**src/rtl/pc_gen_if.sv**
```systemverilog
// -----------------------------------------------------------------------------
// pc_gen_if
// Groups the control and data lines between the fetch-PC generator and the
// pipeline around it: hazard unit, D-stage comparator/decoder and CP0.
//   master : pipeline side (drives redirect/stall/exception requests,
//            observes the fetch PC and the RAS status)
//   slave  : pc_gen itself
// Parameters:
//   WIDTH     - PC / address width
//   RAS_DEPTH - return-address stack entries (sets the ras_count width)
// -----------------------------------------------------------------------------
interface pc_gen_if #(
    parameter int WIDTH     = 32,
    parameter int RAS_DEPTH = 4
);
    localparam int CW = $clog2(RAS_DEPTH) + 1;

    logic             stall;
    logic [WIDTH-1:0] pc_d;
    logic             br_taken;
    logic [15:0]      br_imm;
    logic             j_en;
    logic             j_link;
    logic [25:0]      j_index;
    logic             jr_en;
    logic             jr_is_ra;
    logic [WIDTH-1:0] jr_target;
    logic             exc_req;
    logic             eret;
    logic [WIDTH-1:0] epc;

    logic [WIDTH-1:0] pc_f;
    logic [WIDTH-1:0] pc_f_plus4;
    logic             pc_adel;
    logic             ras_mispredict;
    logic [CW-1:0]    ras_count;
    logic [15:0]      redirect_cnt;

    modport master (
        output stall, pc_d, br_taken, br_imm, j_en, j_link, j_index,
               jr_en, jr_is_ra, jr_target, exc_req, eret, epc,
        input  pc_f, pc_f_plus4, pc_adel, ras_mispredict, ras_count,
               redirect_cnt
    );

    modport slave (
        input  stall, pc_d, br_taken, br_imm, j_en, j_link, j_index,
               jr_en, jr_is_ra, jr_target, exc_req, eret, epc,
        output pc_f, pc_f_plus4, pc_adel, ras_mispredict, ras_count,
               redirect_cnt
    );
endinterface

```
**src/rtl/pc_gen.sv**
```systemverilog
// -----------------------------------------------------------------------------
// pc_gen
// Fetch-PC generator for the pipelined MIPS core. Holds the F-stage PC and
// applies stall, D-stage redirects (branch, j/jal, jr), exception entry and
// eret. A small circular return-address stack is pushed on jal and popped on
// jr $ra; it only flags mispredictions, the PC always follows jr_target.
// Ports:
//   clk   - rising-edge clock
//   reset - synchronous active-high reset (overrides every other input)
//   bus   - pc_gen_if slave modport (pipeline inputs, PC/RAS outputs)
// -----------------------------------------------------------------------------
module pc_gen #(
    parameter int               WIDTH     = 32,
    parameter logic [WIDTH-1:0] RESET_PC  = 32'h0000_3000,
    parameter logic [WIDTH-1:0] EXC_VEC   = 32'h0000_4180,
    parameter logic [WIDTH-1:0] IM_BASE   = 32'h0000_3000,
    parameter logic [WIDTH-1:0] IM_SIZE   = 32'h0000_4000,
    parameter int               RAS_DEPTH = 4
) (
    input  logic    clk,
    input  logic    reset,
    pc_gen_if.slave bus
);
    localparam int PW = $clog2(RAS_DEPTH);
    localparam int CW = PW + 1;

    localparam logic [WIDTH-1:0] FOUR  = WIDTH'(4);
    localparam logic [WIDTH-1:0] EIGHT = WIDTH'(8);
    // One bit wider so a fetch window touching the top of memory cannot wrap.
    localparam logic [WIDTH:0]   IM_END = {1'b0, IM_BASE} + {1'b0, IM_SIZE};
    localparam logic [CW-1:0]    RAS_FULL = CW'(RAS_DEPTH);

    logic [WIDTH-1:0] pc_f_q, pc_f_d;
    logic [15:0]      redirect_cnt_q, redirect_cnt_d;
    logic             redirect_s;

    logic [WIDTH-1:0] ras_q [RAS_DEPTH];
    logic [PW-1:0]    ptr_q, ptr_d, ptr_m1_s;
    logic [CW-1:0]    count_q, count_d;
    logic             mispredict_q, mispredict_d;
    logic             ras_upd_s, push_s, pop_s;

    logic [WIDTH-1:0] br_off_s;

    assign br_off_s = {{(WIDTH-18){bus.br_imm[15]}}, bus.br_imm, 2'b00};
    assign ptr_m1_s = ptr_q - PW'(1);

    // Next fetch PC by fixed priority; also flags edges that count as a redirect.
    always_comb begin
        pc_f_d     = pc_f_q + FOUR;
        redirect_s = 1'b0;
        if (bus.exc_req) begin
            pc_f_d     = EXC_VEC;
            redirect_s = 1'b1;
        end else if (bus.eret) begin
            pc_f_d     = bus.epc;
            redirect_s = 1'b1;
        end else if (bus.stall) begin
            pc_f_d     = pc_f_q;
        end else if (bus.br_taken) begin
            // Delay slot already fetched: target is relative to pc_d+4.
            pc_f_d     = bus.pc_d + FOUR + br_off_s;
            redirect_s = 1'b1;
        end else if (bus.jr_en) begin
            pc_f_d     = bus.jr_target;
            redirect_s = 1'b1;
        end else if (bus.j_en) begin
            pc_f_d     = {bus.pc_d[WIDTH-1:28], bus.j_index, 2'b00};
            redirect_s = 1'b1;
        end else begin
            pc_f_d     = pc_f_q + FOUR;
        end
    end

    // Saturating redirect counter.
    always_comb begin
        redirect_cnt_d = redirect_cnt_q;
        if (redirect_s && (redirect_cnt_q != 16'hFFFF)) begin
            redirect_cnt_d = redirect_cnt_q + 16'd1;
        end else begin
            redirect_cnt_d = redirect_cnt_q;
        end
    end

    // RAS control: jr beats j when decode raises both, so a jal is not pushed then.
    always_comb begin
        ras_upd_s    = !bus.stall && !bus.exc_req && !bus.eret;
        pop_s        = ras_upd_s && bus.jr_en && bus.jr_is_ra;
        push_s       = ras_upd_s && bus.j_en && bus.j_link && !bus.jr_en;
        ptr_d        = ptr_q;
        count_d      = count_q;
        mispredict_d = 1'b0;
        if (pop_s) begin
            if (count_q != CW'(0)) begin
                ptr_d        = ptr_m1_s;
                count_d      = count_q - CW'(1);
                mispredict_d = (ras_q[ptr_m1_s] != bus.jr_target);
            end else begin
                mispredict_d = 1'b1;
            end
        end else if (push_s) begin
            ptr_d = ptr_q + PW'(1);
            if (count_q != RAS_FULL) begin
                count_d = count_q + CW'(1);
            end else begin
                count_d = count_q;
            end
        end else begin
            ptr_d   = ptr_q;
            count_d = count_q;
        end
    end

    // PC, counter and RAS state registers.
    always_ff @(posedge clk) begin
        if (reset) begin
            pc_f_q         <= RESET_PC;
            redirect_cnt_q <= 16'd0;
            ptr_q          <= PW'(0);
            count_q        <= CW'(0);
            mispredict_q   <= 1'b0;
            for (int i = 0; i < RAS_DEPTH; i++) begin
                ras_q[i] <= WIDTH'(0);
            end
        end else begin
            pc_f_q         <= pc_f_d;
            redirect_cnt_q <= redirect_cnt_d;
            ptr_q          <= ptr_d;
            count_q        <= count_d;
            mispredict_q   <= mispredict_d;
            if (push_s) begin
                ras_q[ptr_q] <= bus.pc_d + EIGHT;
            end
        end
    end

    assign bus.pc_f           = pc_f_q;
    assign bus.pc_f_plus4     = pc_f_q + FOUR;
    assign bus.pc_adel        = (pc_f_q[1:0] != 2'b00) ||
                                (pc_f_q < IM_BASE) ||
                                ({1'b0, pc_f_q} >= IM_END);
    assign bus.ras_mispredict = mispredict_q;
    assign bus.ras_count      = count_q;
    assign bus.redirect_cnt   = redirect_cnt_q;

endmodule
```
**src/flat_wrapper.sv**
```systemverilog
// flat-port wrapper written by rule: the top's interface ports become plain ports
module pc_gen_flat 
#(
    parameter int               WIDTH     = 32,
    parameter logic [WIDTH-1:0] RESET_PC  = 32'h0000_3000,
    parameter logic [WIDTH-1:0] EXC_VEC   = 32'h0000_4180,
    parameter logic [WIDTH-1:0] IM_BASE   = 32'h0000_3000,
    parameter logic [WIDTH-1:0] IM_SIZE   = 32'h0000_4000,
    parameter int               RAS_DEPTH = 4
)
  (clk, reset, bus_stall, bus_pc_d, bus_br_taken, bus_br_imm, bus_j_en, bus_j_link, bus_j_index, bus_jr_en, bus_jr_is_ra, bus_jr_target, bus_exc_req, bus_eret, bus_epc, bus_pc_f, bus_pc_f_plus4, bus_pc_adel, bus_ras_mispredict, bus_ras_count, bus_redirect_cnt);
  pc_gen_if #(.WIDTH(WIDTH), .RAS_DEPTH(RAS_DEPTH)) bus_i ();
  input  logic clk;
  input  logic reset;
  input wire logic [$bits(bus_i.stall)-1:0] bus_stall;
  input wire logic [$bits(bus_i.pc_d)-1:0] bus_pc_d;
  input wire logic [$bits(bus_i.br_taken)-1:0] bus_br_taken;
  input wire logic [$bits(bus_i.br_imm)-1:0] bus_br_imm;
  input wire logic [$bits(bus_i.j_en)-1:0] bus_j_en;
  input wire logic [$bits(bus_i.j_link)-1:0] bus_j_link;
  input wire logic [$bits(bus_i.j_index)-1:0] bus_j_index;
  input wire logic [$bits(bus_i.jr_en)-1:0] bus_jr_en;
  input wire logic [$bits(bus_i.jr_is_ra)-1:0] bus_jr_is_ra;
  input wire logic [$bits(bus_i.jr_target)-1:0] bus_jr_target;
  input wire logic [$bits(bus_i.exc_req)-1:0] bus_exc_req;
  input wire logic [$bits(bus_i.eret)-1:0] bus_eret;
  input wire logic [$bits(bus_i.epc)-1:0] bus_epc;
  output wire logic [$bits(bus_i.pc_f)-1:0] bus_pc_f;
  output wire logic [$bits(bus_i.pc_f_plus4)-1:0] bus_pc_f_plus4;
  output wire logic [$bits(bus_i.pc_adel)-1:0] bus_pc_adel;
  output wire logic [$bits(bus_i.ras_mispredict)-1:0] bus_ras_mispredict;
  output wire logic [$bits(bus_i.ras_count)-1:0] bus_ras_count;
  output wire logic [$bits(bus_i.redirect_cnt)-1:0] bus_redirect_cnt;
  assign bus_i.stall = bus_stall;
  assign bus_i.pc_d = bus_pc_d;
  assign bus_i.br_taken = bus_br_taken;
  assign bus_i.br_imm = bus_br_imm;
  assign bus_i.j_en = bus_j_en;
  assign bus_i.j_link = bus_j_link;
  assign bus_i.j_index = bus_j_index;
  assign bus_i.jr_en = bus_jr_en;
  assign bus_i.jr_is_ra = bus_jr_is_ra;
  assign bus_i.jr_target = bus_jr_target;
  assign bus_i.exc_req = bus_exc_req;
  assign bus_i.eret = bus_eret;
  assign bus_i.epc = bus_epc;
  assign bus_pc_f = bus_i.pc_f;
  assign bus_pc_f_plus4 = bus_i.pc_f_plus4;
  assign bus_pc_adel = bus_i.pc_adel;
  assign bus_ras_mispredict = bus_i.ras_mispredict;
  assign bus_ras_count = bus_i.ras_count;
  assign bus_redirect_cnt = bus_i.redirect_cnt;
  pc_gen #(.WIDTH(WIDTH), .RESET_PC(RESET_PC), .EXC_VEC(EXC_VEC), .IM_BASE(IM_BASE), .IM_SIZE(IM_SIZE), .RAS_DEPTH(RAS_DEPTH)) u_core (.clk(clk), .reset(reset), .bus(bus_i));
endmodule
```
**config.mk**
```make
export PLATFORM = sky130hd
export DESIGN_NAME = pc_gen_flat
export DESIGN_NICKNAME = d
export VERILOG_FILES = /design/src/rtl/pc_gen_if.sv /design/src/rtl/pc_gen.sv /design/src/flat_wrapper.sv
export SDC_FILE = /design/constraint.sdc
export NUM_CORES = 1
export LEC_CHECK = 0
export CAP_MARGIN = 20
export CORE_MARGIN = 2
export CORE_UTILIZATION = 53
export DETAILED_ROUTE_END_ITERATION = 12
export PLACE_DENSITY = 0.82
export SETUP_SLACK_MARGIN = 0.5
export SYNTH_ARGS = -nofsm -noshare
export SYNTH_HDL_FRONTEND = slang
export SYNTH_SLANG_ARGS = --single-unit
```
**constraint.sdc**
```tcl
create_clock -name clk -period 3.7 [get_ports clk]
set_input_delay 0.74 -clock clk [delete_from_list [all_inputs] [get_ports clk]]
set_output_delay 0.74 -clock clk [all_outputs]
set_load 0.01 [all_outputs]
```
==> out/metrics.yaml <==
core_sq_mm: 0.0219
placed_cells: 1760
grt.overflow.total: 0
status: "finished clean"
grt_pass1_wl_mm: 68.1
yosysWarningCount: 0
ant_nets: 0
rsz0062_at_grt: "true"
ys_dominant_reg_cell: "edfxtp_1"
cpMostUsedCell: "buf_4"
cp.arrival_ns: 2.50
whs_ns: 0.522
regToRegSetupSlack_ns: 0.61
skew_ns: 0.0128
ys_ff_latch: 182
worstHoldPathType: "register to register"
peakVddDrop_uv: 362
synth_edf_count: 128
die_width_microns: 154
cts_hold_buf: 0
critPathMaxStageDelay_ns: 0.43
ff_latch_area_sq_mm: 0.00496
fmax_ghz: 0.309
worst_r2r_startpoint: "u_core.ptr_q[0]$_SDFFE_PP0P_"
min_path_cells: 2
leakage_nw: 6.57
initial_core_util: 0.542
criticalPathCategory: "register to primary output"
fin_nets: 1751
root_buffer: "clkbuf_16"
crit_fanout: 4
antenna_found_initial: 0
syn-cell-area_sq_mm: 0.0119
powerDensity_mw_per_mm2: 344
gp_congestion: 0.963
dp_hpwl_mm: 31.8
hold_viol_final: 0
wirelength_mm: 45.6
avgSynthCellArea_sq_um: 9.80
drt_iter0_drc: 1228
cts.sinks: 182
cts_tree: "built"
fin_crit_ns: 3.24
cpMaxStageDelayCell: "or3_4"
clk_pin_slew_worst_paths_ns: 0.08
min_period_over_period: 0.876
drv_slew: 0
final_cell_mix: "clkdlybuf4s50_1 (185), nor2_1 (170), buf_4 (140)"
grt_pass1_vias: 11487
clk_path_buf_depth: 2
die-area_sq_mm: 0.0236
multiInputGateArea_sq_mm: 0.00720
synthesis.nets: 1422
async_flop_share: 0
slew-limit-headroom: 0.547
seq_area_frac_synth: 0.415
finalSetupTns_ns: 0
reg2reg_to: "u_core.bus.ras_mispredict$_SDFF_PP0_"
insertion_delay_ns: 0.44
worstRegToRegCells: 7
die_y_microns: 154
grt_max_degree: 43
dr_total_vias: 11731
worst_setup_path_start_kind: "register"
crit_required_ns: 2.96
end_kind: "primary output"
htree_levels: 4
pin_count: 233
synth.distinct_cells: 74
drt_pass1_iterations: 5
drv_cap: 0
avgRoutedWirePerCell_microns: 24.9
worstPathCellList: "nand3_2 > or3_4 > nor4_4 > buf_4 > buf_4 > nand4_2 > xnor2_2 > clkbuf_2"
synth_cells: 1211
tightest_slew_ns: 0.679
drc_errors: 0
syn_to_final_growth_pct: 40.4
numCtsBuffers: 17
layout_commonest_cell: "clkdlybuf4s50_1"
hold_end: "u_core.bus.redirect_cnt[15]$_SDFFE_PP0P_"
viasPerCell: 6.40
hp-start: "u_core.bus.redirect_cnt[15]$_SDFFE_PP0P_"
fin_cells: 1833
portBuffers: 232
cp-startpoint: "u_core.bus.pc_f[11]$_SDFFE_PP0P_"
num-fill-cells: 1452
finalSetupViolations: 0
antenna_cells: 0
drive_gt1_frac: 0.214
rows: 54
grt_usage: 0.378
-- worst max-delay path: cells and delay by family (launching register included) --
family | cells | cell delay (ns)
AND/OR/NAND/NOR | 4 | 1.02
flip-flops | 1 | 0.39
XOR/XNOR | 1 | 0.21
buffers and inverters | 3 | 0.44
-- routing by layer --
metal  wire (microns)  share of wire  GRT usage
met5                0              0          0
met4             2280          0.050      0.162
met3             5340           0.12     0.0798
met2            21800           0.48      0.629
met1            16200           0.36      0.479
-- through the flow --
stage	total power [mW]	setup WS, ns	cell area (sq um)	util
after floorplan	2.98	0.505	11900	-
after global placement	3.62	-0.194	15100	0.690
after detailed placement	3.65	-0.283	15100	0.690
after CTS	5.57	0.358	16400	0.748
after global routing	5.86	0.400	16700	0.761
final	5.72	0.460	16700	0.761
-- repair_timing --
action | 4_1_cts | 5_1_grt
endpoints found under the setup margin | 35 | 30
pin swaps | 27 | 18
setup buffers | 34 | 7
gates resized for setup | 127 | 65
-- sequential cells by signal, indices dropped and copies added, names as in the netlist --
name	count
u_core.bus.ras_mispredict	1
u_core.ras_q	128
u_core.bus.ras_count	3
u_core.bus.redirect_cnt	16
u_core.bus.pc_f	32
u_core.ptr_q	2
-- synth_stat cells (5+ instances only) --
| master | instances | area [sq um] |
|---|---|---|
| nor2_1 | 176 | 661 |
| edfxtp_1 | 128 | 3840 |
| nand2_1 | 95 | 357 |
| xnor2_1 | 75 | 657 |
| ha_1 | 61 | 763 |
| a21oi_1 | 56 | 280 |
| dfxtp_1 | 54 | 1080 |
| xor2_1 | 52 | 455 |
| clkbuf_1 | 50 | 188 |
| inv_1 | 44 | 165 |
| o21ai_0 | 41 | 205 |
| nand3_1 | 38 | 190 |
| mux4_2 | 32 | 721 |
| nand4_1 | 25 | 156 |
| nor3_1 | 21 | 105 |
| a211oi_1 | 19 | 143 |
| and2_1 | 18 | 113 |
| or3_1 | 18 | 113 |
| and3_1 | 16 | 100 |
| mux2i_1 | 16 | 160 |
| a221o_1 | 15 | 150 |
| a21o_1 | 12 | 90.1 |
| nor4_1 | 12 | 75.1 |
| a221oi_1 | 11 | 96.3 |
| nand2b_1 | 11 | 68.8 |
| o211ai_1 | 8 | 60.1 |
| buf_2 | 7 | 35.0 |
| a31oi_1 | 6 | 37.5 |
| and4_1 | 6 | 52.6 |
| buf_1 | 6 | 22.5 |
| o31ai_1 | 6 | 45.0 |
| o22ai_1 | 5 | 31.3 |
-- where the power goes --
| part | switching [mW] | internal (mW) | total, mW |
|---|---|---|---|
| Clock | 0.867 | 1.02 | 1.89 |
| Sequential | 0.0682 | 2.25 | 2.32 |
| Combinational | 0.781 | 0.735 | 1.52 |
-- cell families after synthesis --
group                    count (synthesis)  share of synthesized area
AO/OA/AOI/OAI                          221                      0.126
buffers and inverters                  111                     0.0371
XOR/XNOR                               128                     0.0951
multiplexers                            49                     0.0752
adder cells (fa/ha/maj)                 63                     0.0677
AND/OR/NAND/NOR                        457                      0.183
flip-flops                             182                      0.415
-- worst max-delay path by stage --
| stage | cells after the start | to |
|---|---|---|
| 2_1_floorplan | 14 | u_core.bus.pc_f[31]$_SDFFE_PP0P_ |
| 3_3_place_gp | 15 | u_core.bus.pc_f[31]$_SDFFE_PP0P_ |
| 3_5_place_dp | 15 | u_core.bus.pc_f[31]$_SDFFE_PP0P_ |
| 4_1_cts | 8 | bus_pc_f_plus4[31] |
| 5_1_grt | 8 | bus_pc_f_plus4[31] |
| 6_report | 8 | bus_pc_f_plus4[31] |
-- layout make-up --
cell class,count,share of cell area
Clock inverter,12,0.00766
Sequential cell,182,0.298
Clock buffer,20,0.0275
Inverter,45,0.0101
Timing Repair Buffer,376,0.204
Multi-Input combinational cell,918,0.432
Tap cell,280,0.0210
Power figures use the tool's default switching activity.
